$ cat src/rtl/inst_fetch_pkg.sv
// Shared processor defines for the fetch unit.
// Provides the instruction width, NOP encoding, default reset PC and the IF/ID bundle.
package inst_fetch_pkg;

  localparam int XLEN = 32;

  localparam logic [XLEN-1:0] NOP = 32'h0000_0013;

  localparam logic [XLEN-1:0] DEF_RESET_PC = 32'h0000_0000;

  typedef struct packed {
    logic [XLEN-1:0] pc;
    logic [XLEN-1:0] instr;
  } if_id_t;

endpackage

$ cat src/rtl/inst_fetch_if.sv
// Fetch-to-decode valid/ready handshake.
// The master side is the fetch unit and the slave side is decode.
interface inst_fetch_if;

  logic        if_valid;
  logic        if_ready;
  logic [31:0] if_instr;
  logic [31:0] if_pc;

  modport master (
    output if_valid,
    output if_instr,
    output if_pc,
    input  if_ready
  );

  modport slave (
    input  if_valid,
    input  if_instr,
    input  if_pc,
    output if_ready
  );

endinterface

$ cat src/rtl/inst_fetch_fifo.sv
// Fetch buffer: a small FIFO of {pc, instr} entries with flush.
// The head reads as {0, NOP} when empty, so no storage reset value leaks out.
module fetch_fifo
  import inst_fetch_pkg::*;
#(
  parameter int DEPTH = 2,
  localparam int AW = $clog2(DEPTH)
) (
  input  logic        clk,
  input  logic        rst_n,
  input  logic        push,
  input  logic        pop,
  input  logic        flush,
  input  if_id_t      din,
  output if_id_t      dout,
  output logic        full,
  output logic        empty,
  output logic [AW:0] count
);

  localparam logic [AW:0] ONE = (AW+1)'(1);
  localparam logic [AW:0] CAP = (AW+1)'(DEPTH);

  if_id_t      mem [DEPTH];
  logic [AW:0] wr_ptr;
  logic [AW:0] rd_ptr;

  assign count = wr_ptr - rd_ptr;
  assign empty = (wr_ptr == rd_ptr);
  assign full  = (count == CAP);

  assign dout = empty ? '{pc: '0, instr: NOP}
                      : mem[rd_ptr[AW-1:0]];

  // Pointer update; flush wins over push and pop.
  always_ff @(posedge clk or negedge rst_n) begin
    if (!rst_n) begin
      wr_ptr <= '0;
      rd_ptr <= '0;
    end else if (flush) begin
      wr_ptr <= '0;
      rd_ptr <= '0;
    end else begin
      if (push) wr_ptr <= wr_ptr + ONE;
      if (pop)  rd_ptr <= rd_ptr + ONE;
    end
  end

  // Entry storage written at the tail.
  always_ff @(posedge clk or negedge rst_n) begin
    if (!rst_n) begin
      for (int i = 0; i < DEPTH; i++) mem[i] <= '0;
    end else if (push && !flush) begin
      mem[wr_ptr[AW-1:0]] <= din;
    end
  end

endmodule

$ cat src/rtl/inst_fetch.sv
// Instruction fetch stage: PC register, combinational-read memory port, fetch buffer.
// Optional perf counters fetch_cnt/flush_cnt are built when FETCH_PERF_CNT_EN is defined.
module inst_fetch
  import inst_fetch_pkg::*;
#(
  parameter logic [31:0] RESET_PC  = DEF_RESET_PC,
  parameter int          MEM_AW    = 6,
  parameter int          BUF_DEPTH = 2
) (
  input  logic              clk,
  input  logic              rst_n,
  output logic [MEM_AW-1:0] mem_addr,
  input  logic [XLEN-1:0]   mem_data,
  inst_fetch_if.master      dec,
  input  logic              redirect_valid,
  input  logic [XLEN-1:0]   redirect_pc
`ifdef FETCH_PERF_CNT_EN
  ,
  output logic [31:0]       fetch_cnt,
  output logic [31:0]       flush_cnt
`endif
);

  localparam int AW = $clog2(BUF_DEPTH);

  logic [XLEN-1:0] pc;
  logic            push;
  logic            pop;
  logic            full;
  logic            empty;
  logic            valid;
  logic [AW:0]     count;
  if_id_t          head;
  if_id_t          entry;

  assign mem_addr = pc[MEM_AW+1:2];
  assign valid    = !empty;

  assign pop  = valid && dec.if_ready && !redirect_valid;
  assign push = (!full || pop) && !redirect_valid;

  assign entry = '{pc: pc, instr: mem_data};

  assign dec.if_valid = valid;
  assign dec.if_instr = head.instr;
  assign dec.if_pc    = head.pc;

  // Fetch PC: redirect target (word aligned) or sequential advance.
  always_ff @(posedge clk or negedge rst_n) begin
    if (!rst_n) begin
      pc <= RESET_PC;
    end else if (redirect_valid) begin
      pc <= {redirect_pc[31:2], 2'b00};
    end else if (push) begin
      pc <= pc + 32'd4;
    end
  end

  fetch_fifo #(
    .DEPTH (BUF_DEPTH)
  ) u_fifo (
    .clk   (clk),
    .rst_n (rst_n),
    .push  (push),
    .pop   (pop),
    .flush (redirect_valid),
    .din   (entry),
    .dout  (head),
    .full  (full),
    .empty (empty),
    .count (count)
  );

`ifdef FETCH_PERF_CNT_EN
  // Pushes and entries discarded by redirects.
  always_ff @(posedge clk or negedge rst_n) begin
    if (!rst_n) begin
      fetch_cnt <= '0;
      flush_cnt <= '0;
    end else begin
      if (push)           fetch_cnt <= fetch_cnt + 32'd1;
      if (redirect_valid) flush_cnt <= flush_cnt + 32'(count);
    end
  end
`endif

endmodule

$ cat src/flat_wrapper.sv
// flat-port wrapper written by rule: the top's interface ports become plain ports
module inst_fetch_flat import inst_fetch_pkg::*;
#(
  parameter logic [31:0] RESET_PC  = DEF_RESET_PC,
  parameter int          MEM_AW    = 6,
  parameter int          BUF_DEPTH = 2
)
  (clk, rst_n, mem_addr, mem_data, redirect_valid, redirect_pc, dec_if_valid, dec_if_instr, dec_if_pc, dec_if_ready);
  inst_fetch_if dec_i ();
  input  logic clk;
  input  logic rst_n;
  output logic [MEM_AW-1:0] mem_addr;
  input  logic [XLEN-1:0] mem_data;
  input  logic redirect_valid;
  input  logic [XLEN-1:0] redirect_pc;
  output wire logic [$bits(dec_i.if_valid)-1:0] dec_if_valid;
  output wire logic [$bits(dec_i.if_instr)-1:0] dec_if_instr;
  output wire logic [$bits(dec_i.if_pc)-1:0] dec_if_pc;
  input wire logic [$bits(dec_i.if_ready)-1:0] dec_if_ready;
  assign dec_if_valid = dec_i.if_valid;
  assign dec_if_instr = dec_i.if_instr;
  assign dec_if_pc = dec_i.if_pc;
  assign dec_i.if_ready = dec_if_ready;
  inst_fetch #(.RESET_PC(RESET_PC), .MEM_AW(MEM_AW), .BUF_DEPTH(BUF_DEPTH)) u_core (.clk(clk), .rst_n(rst_n), .mem_addr(mem_addr), .mem_data(mem_data), .dec(dec_i), .redirect_valid(redirect_valid), .redirect_pc(redirect_pc));
endmodule
$ cat config.mk
export PLATFORM = sky130hd
export DESIGN_NAME = inst_fetch_flat
export DESIGN_NICKNAME = d
export VERILOG_FILES = /design/src/rtl/inst_fetch_pkg.sv /design/src/rtl/inst_fetch_if.sv /design/src/rtl/inst_fetch_fifo.sv /design/src/rtl/inst_fetch.sv /design/src/flat_wrapper.sv
export SDC_FILE = /design/constraint.sdc
export NUM_CORES = 1
export LEC_CHECK = 0
export ABC_AREA = 1
export CORE_UTILIZATION = 65
export CTS_CLUSTER_SIZE = 8
export DETAILED_ROUTE_END_ITERATION = 6
export DONT_BUFFER_PORTS = 1
export PLACE_DENSITY = 0.87
export SLEW_MARGIN = 20
export SYNTH_ARGS = -nofsm -noshare
export SYNTH_HDL_FRONTEND = slang
export SYNTH_HIERARCHICAL = 1
export SYNTH_SLANG_ARGS = --single-unit
$ cat constraint.sdc
create_clock -name clk -period 7.35 [get_ports clk]
set_input_delay 0.735 -clock clk [delete_from_list [all_inputs] [get_ports clk]]
set_output_delay 0.735 -clock clk [all_outputs]
set_load 0.005 [all_outputs]
==> results.json, run 1 <==
{
  "final_nets": 1246,
  "fin_util_pct": 72.11,
  "drive_gt1_share_pct": 5.971,
  "r2r_cells": 13,
  "grt_antenna_before_repair": 0,
  "fillers": 1032,
  "ioPinCount": 139,
  "r2r-start": "u_core/u_fifo/rd_ptr[0]",
  "dieWidth_um": 116.8,
  "dpl.hpwl_mm": 11.65,
  "fin_crit_ps": 4008,
  "vias_per_cell": 5.378,
  "die_y_um": 116.8,
  "leakage_nw": 5.135,
  "power_frac_comb_pct": 19.8,
  "max_freq_ghz": 0.2495,
  "core_um2": 12720,
  "synth_area_um2": 8572,
  "dieArea_um2": 13650,
  "cts_buffer_depth": 2,
  "hold_viol_final": 0,
  "p_int_mw": 1.927,
  "place_ws_ps": 3388,
  "p_sw_mw": 0.8571,
  "routed_wl_mm": 19.00,
  "peakVddDrop_mv": 0.1661,
  "std_cell_rows": 41,
  "hp-class": "input port to async pin",
  "synth_warnings": 6,
  "clk_pin_slew_ps": 60,
  "insertion_delay_ps": 420,
  "start_kind": "flip-flop",
  "worstSetupEndpointType": "flip-flop",
  "ant_nets": 0,
  "worst_slew_pin_slew_ps": 843.9,
  "r2r_slack_ps": 3340,
  "cts-htree-levels": 4,
  "p_clk_share_pct": 33.3,
  "setup-tns-final_ps": 0,
  "p_per_area_nw_per_um2": 303.5,
  "grt_pass1_vias": 6596,
  "slew_headroom_pct": 43.74,
  "cts_buffers": 17,
  "fin_worst_skew_ps": 6.969,
  "synthCells": 1210,
  "grt_setup_unrepaired": "false",
  "grt-ovfl-total": 0,
  "required_ps": 7620,
  "setup_viol": 0,
  "postCtsSetupBuffers": 0,
  "cts_resized": 0,
  "fin_crit_sh_pct": 54.53,
  "grt_pass1_wl_mm": 30.57,
  "crit_fanout": 82,
  "critPathKind": "flip-flop to flip-flop",
  "clock-root-buffer": "clkbuf_16",
  "gp_congestion": 0.9233,
  "postLayoutSetupSlackWorst_ps": 3342,
  "seqPwrFrac_pct": 46.8,
  "final_cell_count_no_fill": 1361,
  "status": "finished, final reports clean",
  "initial_utilization_pct": 67.38,
  "r2r-end": "u_core/u_fifo/mem[72]",
  "route.detailed.drc": 0,
  "worstPathArrival_ps": 4280,
  "vias": 7320,
  "drt_iter0_drc": 778,
  "track_usage_pct": 29.43,
  "dp_cells": 1326,
  "grt_max_degree": 130,
  "syn_avg_cell_area_um2": 7.084,
  "cts_tree": "done",
  "wire_per_inst_um": 13.96,
  "cap_violations": 0,
  "antenna_cells": 0,
  "io_buffers": 0,
  "p_sw_share_pct": 30.79,
  "dr.pass1.iters": 5,
  "clkSinkCount": 162,
  "area_growth_syn_to_layout_pct": 7.021,
  "drv_slew": 0
}
worst max path at each step:
stage / startpoint / to / slack [ps] / cells past startpoint
4_1_cts: u_core/u_fifo/rd_ptr[0] / u_core/u_fifo/mem[98] / 3340 / 13
3_5_place_dp: u_core/u_fifo/rd_ptr[0] / u_core/u_fifo/mem[72] / 3390 / 13
6_report: u_core/u_fifo/rd_ptr[0] / u_core/u_fifo/mem[72] / 3340 / 13
2_1_floorplan: u_core/u_fifo/wr_ptr[0] / u_core/u_fifo/mem[10] / 4900 / 17
5_1_grt: u_core/u_fifo/rd_ptr[0] / u_core/u_fifo/mem[72] / 3040 / 13
3_3_place_gp: u_core/u_fifo/rd_ptr[0] / u_core/u_fifo/mem[87] / 3430 / 13
metal layers:
layer | up-vias | wire length, µm | track usage (%) | part of all wire, %
met4 | 0 | 495 | 13.50 | 2.6
met5 | - | 0 | 0 | 0
met1 | 3375 | 8161 | 37.24 | 43
met2 | 290 | 9124 | 49.11 | 48
met3 | 41 | 1221 | 5.922 | 6.4
li1 | 3614 | - | - | -
registers in the layout, summed over array words and instances, names as in the netlist:
register / cells
u_core/u_fifo/rd_ptr: 2
u_core/u_fifo/wr_ptr: 2
u_core/pc: 30
u_core/u_fifo/mem: 128
placed cells by master (no fill, tap or decap), drive strengths merged:
cell type	n
dfrtp	162
a31oi	2
a211oi	1
nor3	2
o22ai	1
ha	2
inv	183
nand2	519
dlygate4sd3	1
o21ai	152
nand3	49
clkinvlp	4
nand4	5
o221ai	1
o21bai	2
bufinv	3
conb	2
buf	7
xnor2	2
xor2	2
or2	1
a21oi	8
clkbuf	25
nor2	49
o211ai	4
through the flow:
step                      hold WS (ps)  total power, mW  cell area (µm²)
final                            159.3            2.784             9174
after floorplan                  439.4            1.731             8576
after detailed placement         443.0            1.841             8469
after global placement           445.9            1.803             8469
after global routing             172.4            2.970             9174
after CTS                        158.7            2.799             9170
worst max-delay path, stage by stage, from the launching register on:
cell	delay [ps]
dfrtp_2	340
buf_4	590
ha_1	390
nand3_2	90
inv_1	50
inv_2	70
nand2_1	130
o21ai_2	310
nand2_2	230
inv_2	360
nand3_4	460
buf_4	510
nand2_1	160
o21ai_0	90
final cells by class:
class / instances / area, µm² / share of cell area, %
tap: 172 / 215.2 / 2.346
clock inverter: 7 / 120.1 / 1.309
inverter: 183 / 686.9 / 7.488
timing repair buffer: 8 / 106.4 / 1.159
multi-input combinational: 804 / 3475 / 37.88
clock buffer: 25 / 515.5 / 5.619
sequential: 162 / 4055 / 44.20
power by group through the flow:
| stage | Sequential [mW] | Combinational [mW] | Clock, mW |
|---|---|---|---|
| finish | 1.30 | 0.552 | 0.928 |
| global placement | 1.30 | 0.499 | 0 |
| global route | 1.34 | 0.656 | 0.978 |
| CTS | 1.30 | 0.555 | 0.941 |
| detailed placement | 1.31 | 0.527 | 0 |
| floorplan | 1.27 | 0.459 | 0 |
what timing repair did:
item / CTS / global route
hold buffers: 3 / 0
hold endpoints to repair: 102 / 0
endpoints found under the setup margin: 0 / 0
(Power assumes the default switching activity.)
==> run 2: changes to the inputs <==
CORE_UTILIZATION = 58   (was 65)
PLACE_DENSITY = 0.82   (was 0.87)
clock period = 3.5 ns   (was 7.35 ns; I/O delays follow)
==> run 2 against run 1 <==
Compared with the run above: design area is essentially flat; power grew 110%; clock-buffer cell count shrank 2; via count shrank 2.7%; sequential power grew 110%; sequential cell count is the same; hold slack lost 540 ps; critical path type unchanged; largest cell class unchanged; the run now ends with negative hold slack left; clock power grew 120%; routed wire length shrank 3.3%.
==> results.json, run 2 (synthesis gave the netlist of run 1 again) <==
{
  "status": "finished, violations left",
  "core_um2": 14480,
  "grt_max_degree": 163,
  "drv_slew": 0,
  "setup-tns-final_ps": 0,
  "antenna_cells": 0,
  "required_ps": 3760,
  "grt_setup_unrepaired": "false",
  "setup_viol": 0,
  "largest-register": "u_core/u_fifo/mem",
  "p_sw_mw": 1.746,
  "critPathKind": "flip-flop to flip-flop",
  "gp_congestion": 0.9188,
  "ant_nets": 0,
  "crit_path_top_delay_cell": "dfrtp_1",
  "p_per_area_nw_per_um2": 641.9,
  "die_y_um": 123.6,
  "dieWidth_um": 123.6,
  "std_cell_rows": 44,
  "cts_tree": "done",
  "failed_checks": "negative hold slack",
  "vias": 7122,
  "slew_headroom_pct": 47.91,
  "total_power_mw": 5.893,
  "dr.pass1.iters": 6,
  "postLayoutSetupSlackWorst_ps": 578.2,
  "start_kind": "flip-flop",
  "worst_slew_pin_slew_ps": 781.3,
  "max_freq_ghz": 0.3423,
  "grt_antenna_before_repair": 0,
  "drt_iter0_drc": 660,
  "clk_pin_slew_ps": 60,
  "fin_crit_sh_pct": 83.48,
  "grt_pass1_vias": 6385,
  "vias_per_cell": 5.195,
  "final_nets": 1244,
  "crit_fanout": 86,
  "crit_top_cell": "inv_2",
  "fin_crit_ps": 2922,
  "top_regs": "u_core/u_fifo/mem: 128 flops, u_core/pc: 30 flops",
  "cap_violations": 0,
  "track_usage_pct": 25.34,
  "fin_hold_ws_ps": -380.9,
  "drive_gt1_share_pct": 5.897,
  "ioPinCount": 139,
  "peakVddDrop_mv": 0.3874,
  "hold_viol_final": 162,
  "p_sw_share_pct": 29.64,
  "final_cell_count_no_fill": 1371,
  "initial_utilization_pct": 59.20,
  "final_cell_mix": "nand2_1, inv_1, dfrtp_1",
  "worstSetupEndpointType": "flip-flop",
  "largest_reg_flops": 128,
  "wire_per_inst_um": 13.40,
  "postCtsSetupBuffers": 0,
  "cp_num_buf_inv": 5,
  "insertion_delay_ps": 420,
  "final_common_cell": "nand2_1",
  "fin_util_pct": 63.40,
  "io_buffers": 0,
  "p_clk_share_pct": 34.9,
  "cts_buffer_depth": 2,
  "fin_worst_skew_ps": 6.042,
  "p_int_mw": 4.146,
  "power_frac_comb_pct": 18.7,
  "slowest_delay_ps": 420,
  "dpl.hpwl_mm": 11.64,
  "area_growth_syn_to_layout_pct": 7.094,
  "grt_pass1_wl_mm": 30.11,
  "cts_buffers": 17,
  "critPathTopFamily": "buffers and inverters",
  "grt-ovfl-total": 0,
  "leakage_nw": 5.142,
  "clock-root-buffer": "clkbuf_16",
  "clkSinkCount": 162,
  "routed_wl_mm": 18.37,
  "dieArea_um2": 15270,
  "place_ws_ps": 592.9,
  "crit_chain": "inv_2 > ha_1 > nand3_2 > inv_1 > inv_2 > nand2_1 > o21ai_2 > nand2_2 > inv_2 > nand3_4 > buf_4 > nand2_1 > o21ai_0",
  "worstPathArrival_ps": 3190,
  "cts_resized": 0,
  "cts-htree-levels": 4,
  "hp-class": "input port to async pin",
  "route.detailed.drc": 0,
  "dp_cells": 1339,
  "design_area_um2": 9180,
  "seqPwrFrac_pct": 46.4,
  "dpl_cell_area_um2": 8517
}
[run 2: cell count changes in the layout (fill, tap and decap cells not counted)]
cell | before | now
dlygate4sd3_1 | 1 | 0
bufinv_16 | 3 | 5
buf_12 | 0 | 2
clkbuf_8 | 6 | 4
clkinv_2 | 0 | 2
clkinvlp_4 | 4 | 2
buf_16 | 2 | 0
buf_6 | 1 | 0
[run 2: power groups by stage]
| stage | registers (mW) | clock network [mW] | logic (mW) |
|---|---|---|---|
| floorplan | 2.67 | 0 | 0.963 |
| global placement | 2.74 | 0 | 1.06 |
| detailed placement | 2.76 | 0 | 1.11 |
| CTS | 2.73 | 2.10 | 1.11 |
| global route | 2.81 | 2.18 | 1.32 |
| finish | 2.73 | 2.06 | 1.10 |
[run 2: path summary, 6_finish.rpt]
kind | slack, ps | start | endpoint | cells after the start
setup reg to reg | 580 | u_core/u_fifo/wr_ptr[0] | u_core/u_fifo/mem[121] | 13
min in group clk | 50 | redirect_valid | u_core/pc[23] | 2
max in group asynchronous | 3660 | rst_n | u_core/u_fifo/mem[24] | 0
hold reg to reg | 480 | u_core/u_fifo/mem[123] | u_core/u_fifo/mem[123] | 2
hold / removal | -380 | rst_n | u_core/u_fifo/mem[74] | 0
setup / recovery | 580 | u_core/u_fifo/wr_ptr[0] | u_core/u_fifo/mem[121] | 13
[run 2: layer usage]
layer,part of all wire (%),track usage [%],vias up
li1,-,-,3600
met1,47,34.87,3298
met2,47,40.43,200
met3,4.8,4.350,24
met4,1.2,9.111,0
met5,0,0,-
[run 2: worst register-to-register path: cells and delay by family (launching register included)]
kind / cells / cell delay, ps
AOI/OAI and AO/OA: 2 / 370
and+or+nand+nor: 5 / 700
DFF: 1 / 420
adders and majority gates: 1 / 330
buffers and inverters: 5 / 940
[run 2: cell type report]
cell class / instances / area (µm²)
multi-input cells: 804 / 3475
flip-flops and latches: 162 / 4055
repair buffers: 6 / 70.07
fillers: 1294 / 5299
inverters: 183 / 686.9
clock buffers: 23 / 488.0
clock inverters: 9 / 175.2
well taps: 184 / 230.2
